**config.mk**
```make
export PLATFORM = sky130hd
export DESIGN_NAME = mem_arbiter
export DESIGN_NICKNAME = d
export VERILOG_FILES = /design/src/rtl/mem_arbiter_pkg.sv /design/src/rtl/mem_arbiter_watchdog.sv /design/src/rtl/mem_arbiter.sv
export SDC_FILE = /design/constraint.sdc
export NUM_CORES = 1
export LEC_CHECK = 0
export ABC_AREA = 1
export CAP_MARGIN = 20
export CORE_AREA = 2 2 205 207
export CTS_CLUSTER_SIZE = 10
export DETAILED_ROUTE_END_ITERATION = 8
export DIE_AREA = 0 0 207 209
export PLACE_DENSITY = 0.65
export SLEW_MARGIN = 30
export SYNTH_ARGS = -nofsm -noshare
export SYNTH_HDL_FRONTEND = slang
export SYNTH_SLANG_ARGS = --single-unit
```
**constraint.sdc**
```tcl
create_clock -name clk -period 3.2 [get_ports clk]
set_input_delay 0.48 -clock clk [delete_from_list [all_inputs] [get_ports clk]]
set_output_delay 0.48 -clock clk [all_outputs]
set_load 0.02 [all_outputs]
```
**src/rtl/mem_arbiter_pkg.sv**
```systemverilog
// Shared definitions for the unified-memory arbiter: sequencer states and
// default bus widths, also reused by the pipeline top.
package mem_arbiter_pkg;

   localparam int ADDR_W_DEF  = 64;
   localparam int DATA_W_DEF  = 64;
   localparam int TIMEOUT_DEF = 16;

   typedef enum logic [2:0] {
      IDLE    = 3'd0,
      IF_WAIT = 3'd1,
      DM_WAIT = 3'd2,
      IF_DONE = 3'd3,
      DM_DONE = 3'd4
   } arbState_t;

   function automatic logic isWait(input arbState_t s);
      return (s == IF_WAIT) || (s == DM_WAIT);
   endfunction

endpackage

```
**src/rtl/mem_arbiter_watchdog.sv**
```systemverilog
// Watchdog for unacknowledged memory requests; raises a sticky flag once a
// single transaction has waited TIMEOUT cycles.
module arb_watchdog #(
   parameter int TIMEOUT = 16
) (
   input  logic clk,
   input  logic rst_n,
   input  logic clear,
   input  logic run,
   output logic timeout_err
);

   localparam int CNT_W = $clog2(TIMEOUT + 1);
   localparam logic [CNT_W-1:0] LIMIT = CNT_W'(TIMEOUT);

   logic [CNT_W-1:0] count_r;

   // Wait-cycle counter saturating at the limit; flag sets on reaching it.
   always_ff @(posedge clk or negedge rst_n) begin
      if (!rst_n) begin
         count_r     <= {CNT_W{1'b0}};
         timeout_err <= 1'b0;
      end else if (clear) begin
         count_r <= {CNT_W{1'b0}};
      end else if (run && (count_r != LIMIT)) begin
         count_r <= count_r + CNT_W'(1);
         if ((count_r + CNT_W'(1)) == LIMIT) begin
            timeout_err <= 1'b1;
         end
      end
   end

endmodule

```
**src/rtl/mem_arbiter.sv**
```systemverilog
// Arbiter/sequencer for the single-port memory shared by IF and MEM stages:
// one transaction at a time, data before fetch, pipeline stalls while busy.
module mem_arbiter
   import mem_arbiter_pkg::*;
#(
   parameter int ADDR_W  = ADDR_W_DEF,
   parameter int DATA_W  = DATA_W_DEF,
   parameter int TIMEOUT = TIMEOUT_DEF
) (
   input  logic              clk,
   input  logic              rst_n,
   input  logic              if_req,
   input  logic [ADDR_W-1:0] if_addr,
   input  logic              flush,
   output logic [DATA_W-1:0] if_rdata,
   output logic              if_valid,
   input  logic              dm_read,
   input  logic              dm_write,
   input  logic [ADDR_W-1:0] dm_addr,
   input  logic [DATA_W-1:0] dm_wdata,
   output logic [DATA_W-1:0] dm_rdata,
   output logic              dm_valid,
   output logic              mem_req,
   output logic              mem_we,
   output logic [ADDR_W-1:0] mem_addr,
   output logic [DATA_W-1:0] mem_wdata,
   input  logic [DATA_W-1:0] mem_rdata,
   input  logic              mem_ack,
   output logic              stall_front,
   output logic              stall_all,
   output logic              timeout_err
);

   arbState_t state_r;
   logic      kill_r;
   logic      dmReq_s;
   logic      wdClear_s;
   logic      wdRun_s;

   assign dmReq_s     = dm_read | dm_write;
   assign stall_all   = dmReq_s & ~dm_valid;
   assign stall_front = stall_all | (if_req & ~if_valid);
   assign wdClear_s   = (state_r == IDLE) & (dmReq_s | if_req);
   assign wdRun_s     = isWait(state_r) & ~mem_ack;

   // Sequencer: issue, wait for ack, one-cycle completion pulse, back to IDLE.
   always_ff @(posedge clk or negedge rst_n) begin
      if (!rst_n) begin
         state_r   <= IDLE;
         mem_req   <= 1'b0;
         mem_we    <= 1'b0;
         mem_addr  <= {ADDR_W{1'b0}};
         mem_wdata <= {DATA_W{1'b0}};
         if_rdata  <= {DATA_W{1'b0}};
         dm_rdata  <= {DATA_W{1'b0}};
         if_valid  <= 1'b0;
         dm_valid  <= 1'b0;
         kill_r    <= 1'b0;
      end else begin
         case (state_r)
            IDLE: begin
               if (dmReq_s) begin
                  mem_addr  <= dm_addr;
                  mem_wdata <= dm_wdata;
                  mem_we    <= dm_write;
                  mem_req   <= 1'b1;
                  state_r   <= DM_WAIT;
               end else if (if_req) begin
                  mem_addr <= if_addr;
                  mem_we   <= 1'b0;
                  mem_req  <= 1'b1;
                  state_r  <= IF_WAIT;
               end else begin
                  state_r <= IDLE;
               end
            end
            IF_WAIT: begin
               // A flushed fetch still finishes on the bus; only its result is dropped.
               if (flush) begin
                  kill_r <= 1'b1;
               end
               if (mem_ack) begin
                  if_rdata <= mem_rdata;
                  if_valid <= ~(kill_r | flush);
                  mem_req  <= 1'b0;
                  state_r  <= IF_DONE;
               end
            end
            DM_WAIT: begin
               if (mem_ack) begin
                  dm_rdata <= mem_rdata;
                  dm_valid <= 1'b1;
                  mem_req  <= 1'b0;
                  state_r  <= DM_DONE;
               end
            end
            IF_DONE: begin
               if_valid <= 1'b0;
               kill_r   <= 1'b0;
               state_r  <= IDLE;
            end
            DM_DONE: begin
               dm_valid <= 1'b0;
               state_r  <= IDLE;
            end
            default: begin
               mem_req  <= 1'b0;
               if_valid <= 1'b0;
               dm_valid <= 1'b0;
               kill_r   <= 1'b0;
               state_r  <= IDLE;
            end
         endcase
      end
   end

   arb_watchdog #(
      .TIMEOUT(TIMEOUT)
   ) uWatchdog (
      .clk        (clk),
      .rst_n      (rst_n),
      .clear      (wdClear_s),
      .run        (wdRun_s),
      .timeout_err(timeout_err)
   );

endmodule

```
== Word-level counts from Yosys, hierarchy flattened ==
Index checks and enable logic that the tools add are counted.

* Input bits: 263
* Logic and storage cells: 80
* Register bits after elaboration: 270

* $add $sub $neg: 1
* Eq/ne operators: 11
* Reduce and logical (&&, ||, !) cells: 19
* Bitwise operators: 16
* Muxes and demuxes: 21

{| class="wikitable"
|+ Operators by type and width
! kind !! count
|-
| $mux 64 || 2
|-
| $reduce_and 2->1 || 8
|-
| $mux 5 || 2
|-
| $mux 1 || 9
|-
| $pmux 3 s3 || 1
|-
| $not 1->1 || 8
|-
| $eq 3x2->1 const B || 2
|-
| $mux 3 || 2
|-
| $ne 2x2->1 const B || 3
|-
| $pmux 1 s2 || 3
|-
| $reduce_and 3->1 || 2
|-
| $reduce_or 3->1 || 2
|-
| $add 5x1->5 const B || 1
|-
| $eq 5x5->1 const B || 1
|-
| $ne 5x5->1 const B || 1
|-
| $and 1x1->1 || 4
|-
| $or 1x1->1 || 4
|-
| $reduce_bool 2->1 || 2
|-
| $reduce_or 2->1 || 2
|-
| $eq 3x1->1 const B || 1
|-
| $eq 3x3->1 const B || 1
|-
| $logic_not 3->1 || 1
|-
| $ne 3x3->1 const B || 1
|-
| $pmux 1 s3 || 1
|-
| 4 further kinds || 4
|}

== Longest topological paths before layout ==
* Depth in word-level cells: 6
* Mapped depth: 8
* Mapped depth without buffers: 8

== Cells and area by module ==
Synthesis repeated with hierarchy kept, for this count alone.

* Cell total of the unflattened synthesis: 1339
* Area, all modules: 11264.6 µm²

{| class="wikitable"
|+ Modules (own cells, without submodules)
! module !! cells each !! times used !! area an instance (µm²) !! sequential area each (µm²)
|-
| mem_arbiter || 1288 || 1 || 10886.7 || 6606.3
|-
| arb_watchdog || 51 || 1 || 377.9 || 150.1
|}

== Worst setup path after synthesis ==
Ideal clock, no wire load.

* Kind: input to output
* Start point: input dm_write
* End point: output stall_front
* Arrival time: 1.160 ns
* Buffers on the path: 1
* Cell stages on the path: 3
* Required time: 2.720 ns
* Setup slack: 1.560 ns
* Cell sequence: nor2_1 clkbuf_1 o22ai_1

* Word-level cells in the longest chain between the ends: 3

{| class="wikitable"
|+ Ends and longest elaborated chain
! element !! line !! RTL
|-
| from (decl) || mem_arbiter.sv:18 || <nowiki>input logic dm_write,</nowiki>
|-
| $or 1x1->1 || mem_arbiter.sv:40 || <nowiki>assign dmReq_s = dm_read | dm_write;</nowiki>
|-
| $and 1x1->1 || mem_arbiter.sv:41 || <nowiki>assign stall_all = dmReq_s & ~dm_valid;</nowiki>
|-
| $or 1x1->1 || mem_arbiter.sv:42 || <nowiki>assign stall_front = stall_all | (if_req & ~if_valid);</nowiki>
|-
| to (decl) || mem_arbiter.sv:29 || <nowiki>output logic stall_front,</nowiki>
|}

Every way passes these cells.

== Worst setup path in the final report ==
Ends and elaborated chain as after synthesis.

==> metrics.txt <==
status=completed; Port Buf Inserts=525; final instance area=approximately 0.018 mm²; final-report hold violation count=0; Setup violations, final=0; mux cell area share after synthesis=0%; post-layout util=44.1%; vias per cell=4.49; Max Cap Viol=0; core area=a little over 0.04 mm²; post-placement cell area=between 0.015 and 0.02 mm²; Compound-Gate Fraction of Synth Area=13.2%; io pins=526; Inserted Clock Buffers=34; post-synthesis xor/xnor area fraction=0%; post_cts resized=0; fin nets=1987; CP endpoint kind=output pin; Net Count, Synth=around 1500; fin crit period=2.33 ns; Initial Utilization=27.5%; worst r2r src=state_r[1]$_DFFE_PN0P_; critical path peak fanout=6; Ant. Diodes=0; later-pin clock latency in the skew report=0.53 ns; largest net degree at the start of global routing=98; router iterations before antenna repair=5; DIE WIDTH=207 µm; GRT Residual Overflow=0; cts hold-fix bufs=1; Vias=10196; final WL=38500 µm; YS warnings=0; top-area cell type share of the netlist area=59.6%; Reg clk slew, reported paths=0.05 ns; adder-cell share of the synthesized area=0.331%; CTS max path bufs=3; met2 usage=28.6%; worst slew pin tran=0.667 ns; # clock sinks=270; met3 usage=4.63%; Period Utilization, post-route=between 70% and 80%; largest family of logic cells by synthesized area=simple AND/OR/NAND/NOR gates; CTS tree=built; most common cell after layout, fill and taps aside=clkdlybuf4s50_1; Root Driver=clkbuf_16; Hold Path Class=flop to flop; via count of the first global-routing pass=10282; share of cells above drive strength 1=just over 8%; main area contributors after synthesis=dfrtp_1, nand2_1, o31ai_2, nor2_1, o21ai_0; area share of and/or/nand/nor cells after synthesis=20.4%; post-CTS setup buffers=0; die area=0.0433 mm²; dpl cells=2223; Detailed Place HPWL=28400 µm; GRT Util Overall=17.4%; number of core rows=75; Lkg Pwr=approximately 8.3 nW; CP Launch Point=dm_write; CP arrival=about 1.9 ns; Die Y=around 210 µm; Non-Filler Instances=2271; hold wc startpoint=mem_wdata[31]$_DFFE_PN0P_; Layout Area Growth over Synthesis=60.7%; M1 GR Usage=22.1%; # DRC=0; Seq/Total Area, Yosys=59.6%; Syn Inst Count=1214; WHS=around 0.47 ns; Mapped Area=0.0113 mm²; cell taking the most area after synthesis=dfrtp_1; max_slew headroom=55.5%; most frequent cells in the layout=clkdlybuf4s50_1, nand2_1, dfrtp_1, nor2_1, o21ai_0; fmax=430 MHz; wire length per cell=16.9 µm; initial antenna violation count=2; Slew Viols, Final=0; Final ANT Viol Nets=0; fillcell total=4005; RePlAce Congestion=0.829; Mean Syn Cell Area=9.34 µm²; critical path class=primary input to output pin; R2R setup slack=0.95 ns; power density cells=1040 mW/mm²; RSZ-0062 raised after global routing=false; Worst Skew=0.0183 ns; setup_tns=0 ns; WP data required=2.72 ns; Startpoint Class=primary input; GR peak layer=met2; Max rail drop VDD=0.633 mV; first-pass GRT wire length=59900 µm; register bit total from synthesis=270; Initial DRC Count=825; # H-tree levels=2; Yosys cell types=26
-- sequential cells by signal, indices dropped and copies added (netlist names), 3 cells and up --
register	flops
if_rdata	64
uWatchdog.count_r	5
mem_wdata	64
state_r	3
mem_addr	64
dm_rdata	64
-- worst paths after layout --
path,to,cells after the start
worst max-delay path,stall_front,4
worst min-delay path,mem_wdata[31]$_DFFE_PN0P_,2
worst max register to register,mem_addr[4]$_DFFE_PN0P_,6
worst min register to register,mem_wdata[31]$_DFFE_PN0P_,2
max in group asynchronous,dm_rdata[7]$_DFFE_PN0P_,4
min in group asynchronous,mem_addr[29]$_DFFE_PN0P_,2
-- cells in the mapped netlist --
library cell	n
o22ai_1	2
buf_1	1
o21ai_0	102
nand3_2	1
and2_1	1
ha_1	3
nand3_1	81
inv_1	81
a21oi_1	1
buf_4	16
o21ai_2	10
inv_2	1
clkbuf_4	1
nand4_1	2
nand2_1	353
buf_2	39
nor2_2	1
nand2_2	2
clkbuf_1	18
o31ai_2	58
o21ai_1	20
nor2_1	139
o31ai_1	7
dfrtp_1	270
buf_6	3
nor2_4	1
-- power by group --
group	internal (W)	total (W)	leakage [nW]	switching (W)
clock	0.00214	0.00355	0.488	0.00142
combinational	0.00417	0.00937	4.48	0.00521
sequential	0.00507	0.00603	3.35	0.000955
total	0.0114	0.0190	8.31	0.00758
-- critical path: stages --
cell and delay [ns]:
clkdlybuf4s50_1 0.52, nor2_4 0.09, o22ai_1 0.13, clkdlybuf4s50_1 0.63
-- cell type report --
class / count / area (µm²) / area share, %
clock buffers: 41 / 898 / 4.93
flip-flops and latches: 270 / 6760 / 37.1
well taps: 539 / 674 / 3.70
repair buffers: 549 / 5580 / 30.6
inverters: 82 / 308 / 1.69
multi-input cells: 784 / 3890 / 21.4
clock inverters: 6 / 103 / 0.563
-- through the flow --
stage | total power (W) | setup WS (ns)
floorplan | 0.0108 | 1.56
detailed placement | 0.0155 | 0.834
global route | 0.0201 | 0.797
global placement | 0.0153 | 0.874
finish | 0.0190 | 0.875
CTS | 0.0192 | 0.871
-- cell families after synthesis --
group,after synthesis
flops,270
buf+inv,160
simple gates,581
fa+ha+maj,3
compound gates,200
-- per-layer routing --
layer  up-vias  share of wire, %
met1      4827                42
met2       382                48
met5         -             0.065
met3        76               6.9
met4         4               3.1
li1       4907                 -
Power figures use the tool's default switching activity.
==> RTL change: new RTL, same settings <==
Change the package constant `ADDR_W_DEF` from 64 to 56.
--- a/src/rtl/mem_arbiter_pkg.sv
+++ b/src/rtl/mem_arbiter_pkg.sv
@@ -2,7 +2,7 @@
 // default bus widths, also reused by the pipeline top.
 package mem_arbiter_pkg;
 
-   localparam int ADDR_W_DEF  = 64;
+   localparam int ADDR_W_DEF  = 56;
    localparam int DATA_W_DEF  = 64;
    localparam int TIMEOUT_DEF = 16;
 
Ports: changed (resized dm_addr, if_addr and mem_addr); port bits go from 526 to 502. No check against the original RTL was run, so the function may have changed too.
==> RTL change against the original RTL <==
Power decreased by 6.2%; area after synthesis decreased by 5.0%; worst setup slack improved by 0.060 ns; routed wire length decreased by 8.4%; sequential cell count decreased by 8; sequential share of layout area increased by 0.85 points; cell area decreased by 5.1%; fmax increased by 2.6%; largest power group unchanged; highest routed layer unchanged.
==> RTL change: results (changes against the original RTL) <==
outcome: "complete, no violations"  # unchanged
max_vdd_drop_uv: 460.8  # was 633.3 uV
synth_area_leaders: "dfrtp_1 61%, nand2_1 12%, o21ai_0 5.3%"  # was dfrtp_1 60%, nand2_1 12%, o31ai_2 6.4%
postSynthNetCount: 1420  # was 1480
cts.root.buffer_cell: "clkbuf_16"  # unchanged
detailedRoute.firstIterationViolations: 645  # was 825
filler_cell_count: 4044  # was 4005
yosys.cell_types.count: 25  # was 26
timing.critical_path.arrival_ns: 1.79  # was 1.85 ns
synth_largest_type_area_fraction: 0.6089  # was 0.5961
timing.clock.skew_ns: 0.01058  # was 0.01829 ns
route.final.wire_length_um: 35220  # was 38460 um
dpl_worst_slack_ns: 0.8824  # was 0.8342 ns
cts_sinks: 262  # was 270
number_of_global_route_vias_before_repair: 9777  # was 10282
max-slew-margin-rel: 0.5351  # was 0.5554
placed_cells_incl_taps: 2160  # was 2223
hp-class: "in -> async"  # was reg -> reg
seq_area_frac_synth: 0.6089  # was 0.5961
cts_resized: 0  # unchanged
avgViaCountPerCell: 4.452  # was 4.490
ctsLongestPathBuffers: 3  # unchanged
clock_insertion_delay_worst_skew_ns: 0.56  # was 0.53 ns
synth_commonest_cells: "344 x nand2_1, 262 x dfrtp_1, 121 x nor2_1"  # was 353 x nand2_1, 270 x dfrtp_1, 139 x nor2_1
routabilityCongestion: 0.8196  # was 0.8290
cts_inserted_buffers: 31  # was 34
place.detailed.hpwl_um: 25910  # was 28370 um
drive_gt1_frac: 0.06073  # was 0.08256
reg.largest.list: "dm_rdata: 64 flops, if_rdata: 64 flops, mem_wdata: 64 flops"
power_leakage_nw: 7.933  # was 8.315 nW
async_flop_share: 1.000  # unchanged
grtUsageTotal: 0.1565  # was 0.1744
place_area_um2: 16370  # was 17200 um^2
h_tree_levels: 1  # was 2
postSynthAreaPerCell_um2: 9.202  # was 9.337 um^2
pin_count_of_the_biggest_net_entering_global_routing: 109  # was 98
wl_per_cell_um: 15.99  # was 16.94 um
critical_path_peak_fanout: 3  # was 6
grt_pass1_wl_um: 54660  # was 59910 um
design.final.nets: 1906  # was 1987
io_buffers: 501  # was 525
RTL change: critical path, cell delays in order:
cell and delay (ns):
clkdlybuf4s50_1 0.48, inv_1 0.07, o22ai_1 0.14, clkdlybuf4s50_1 0.62
RTL change: kinds of logic (layout without fill, tap and decap cells):
family | after synthesis | after routing | share of synthesized area
buf+inv | 156 | 649 | 0.06531
simple gates | 557 | 557 | 0.2074
fa+ha+maj | 3 | 3 | 0.003487
compound gates | 192 | 192 | 0.1148
flops | 262 | 262 | 0.6089
RTL change: worst paths after layout:
kind	start	slack, ns	depth (start not counted)	to
worst max-delay path	if_req	0.93	4	stall_front
worst min-delay path	rst_n	0.40	2	if_rdata[27]
worst max register to register	state_r[1]	1.30	5	if_rdata[58]
worst min register to register	mem_wdata[49]	0.47	2	mem_wdata[49]
max in group asynchronous	rst_n	1.69	4	mem_wdata[25]
min in group clk	mem_wdata[49]	0.47	2	mem_wdata[49]
RTL change: per-layer routing:
metal / vias to the layer above / wire (um) / global-route usage
li1: 4714 / - / -
met1: 4580 / 14360 / 0.1916
met2: 446 / 16600 / 0.2586
met3: 59 / 3220 / 0.05170
met4: 4 / 1005 / 0.05394
met5: - / 24 / 0
RTL change: final cells by class:
cell class | instances | area [um^2] | area share
Multi-Input combinational cell | 752 | 3540 | 0.2048
Inverter | 82 | 307.8 | 0.01781
Clock buffer | 38 | 842.1 | 0.04873
Tap cell | 539 | 674.4 | 0.03903
Sequential cell | 262 | 6556 | 0.3794
Timing Repair Buffer | 527 | 5325 | 0.3082
Clock inverter | 2 | 35.03 | 0.002027
RTL change: where the power goes:
group | switching, mW | total (mW) | internal [mW]
Sequential | 0.961 | 5.88 | 4.92
Clock | 1.29 | 3.17 | 1.88
Combinational | 4.81 | 8.73 | 3.92
Total | 7.06 | 17.8 | 10.7
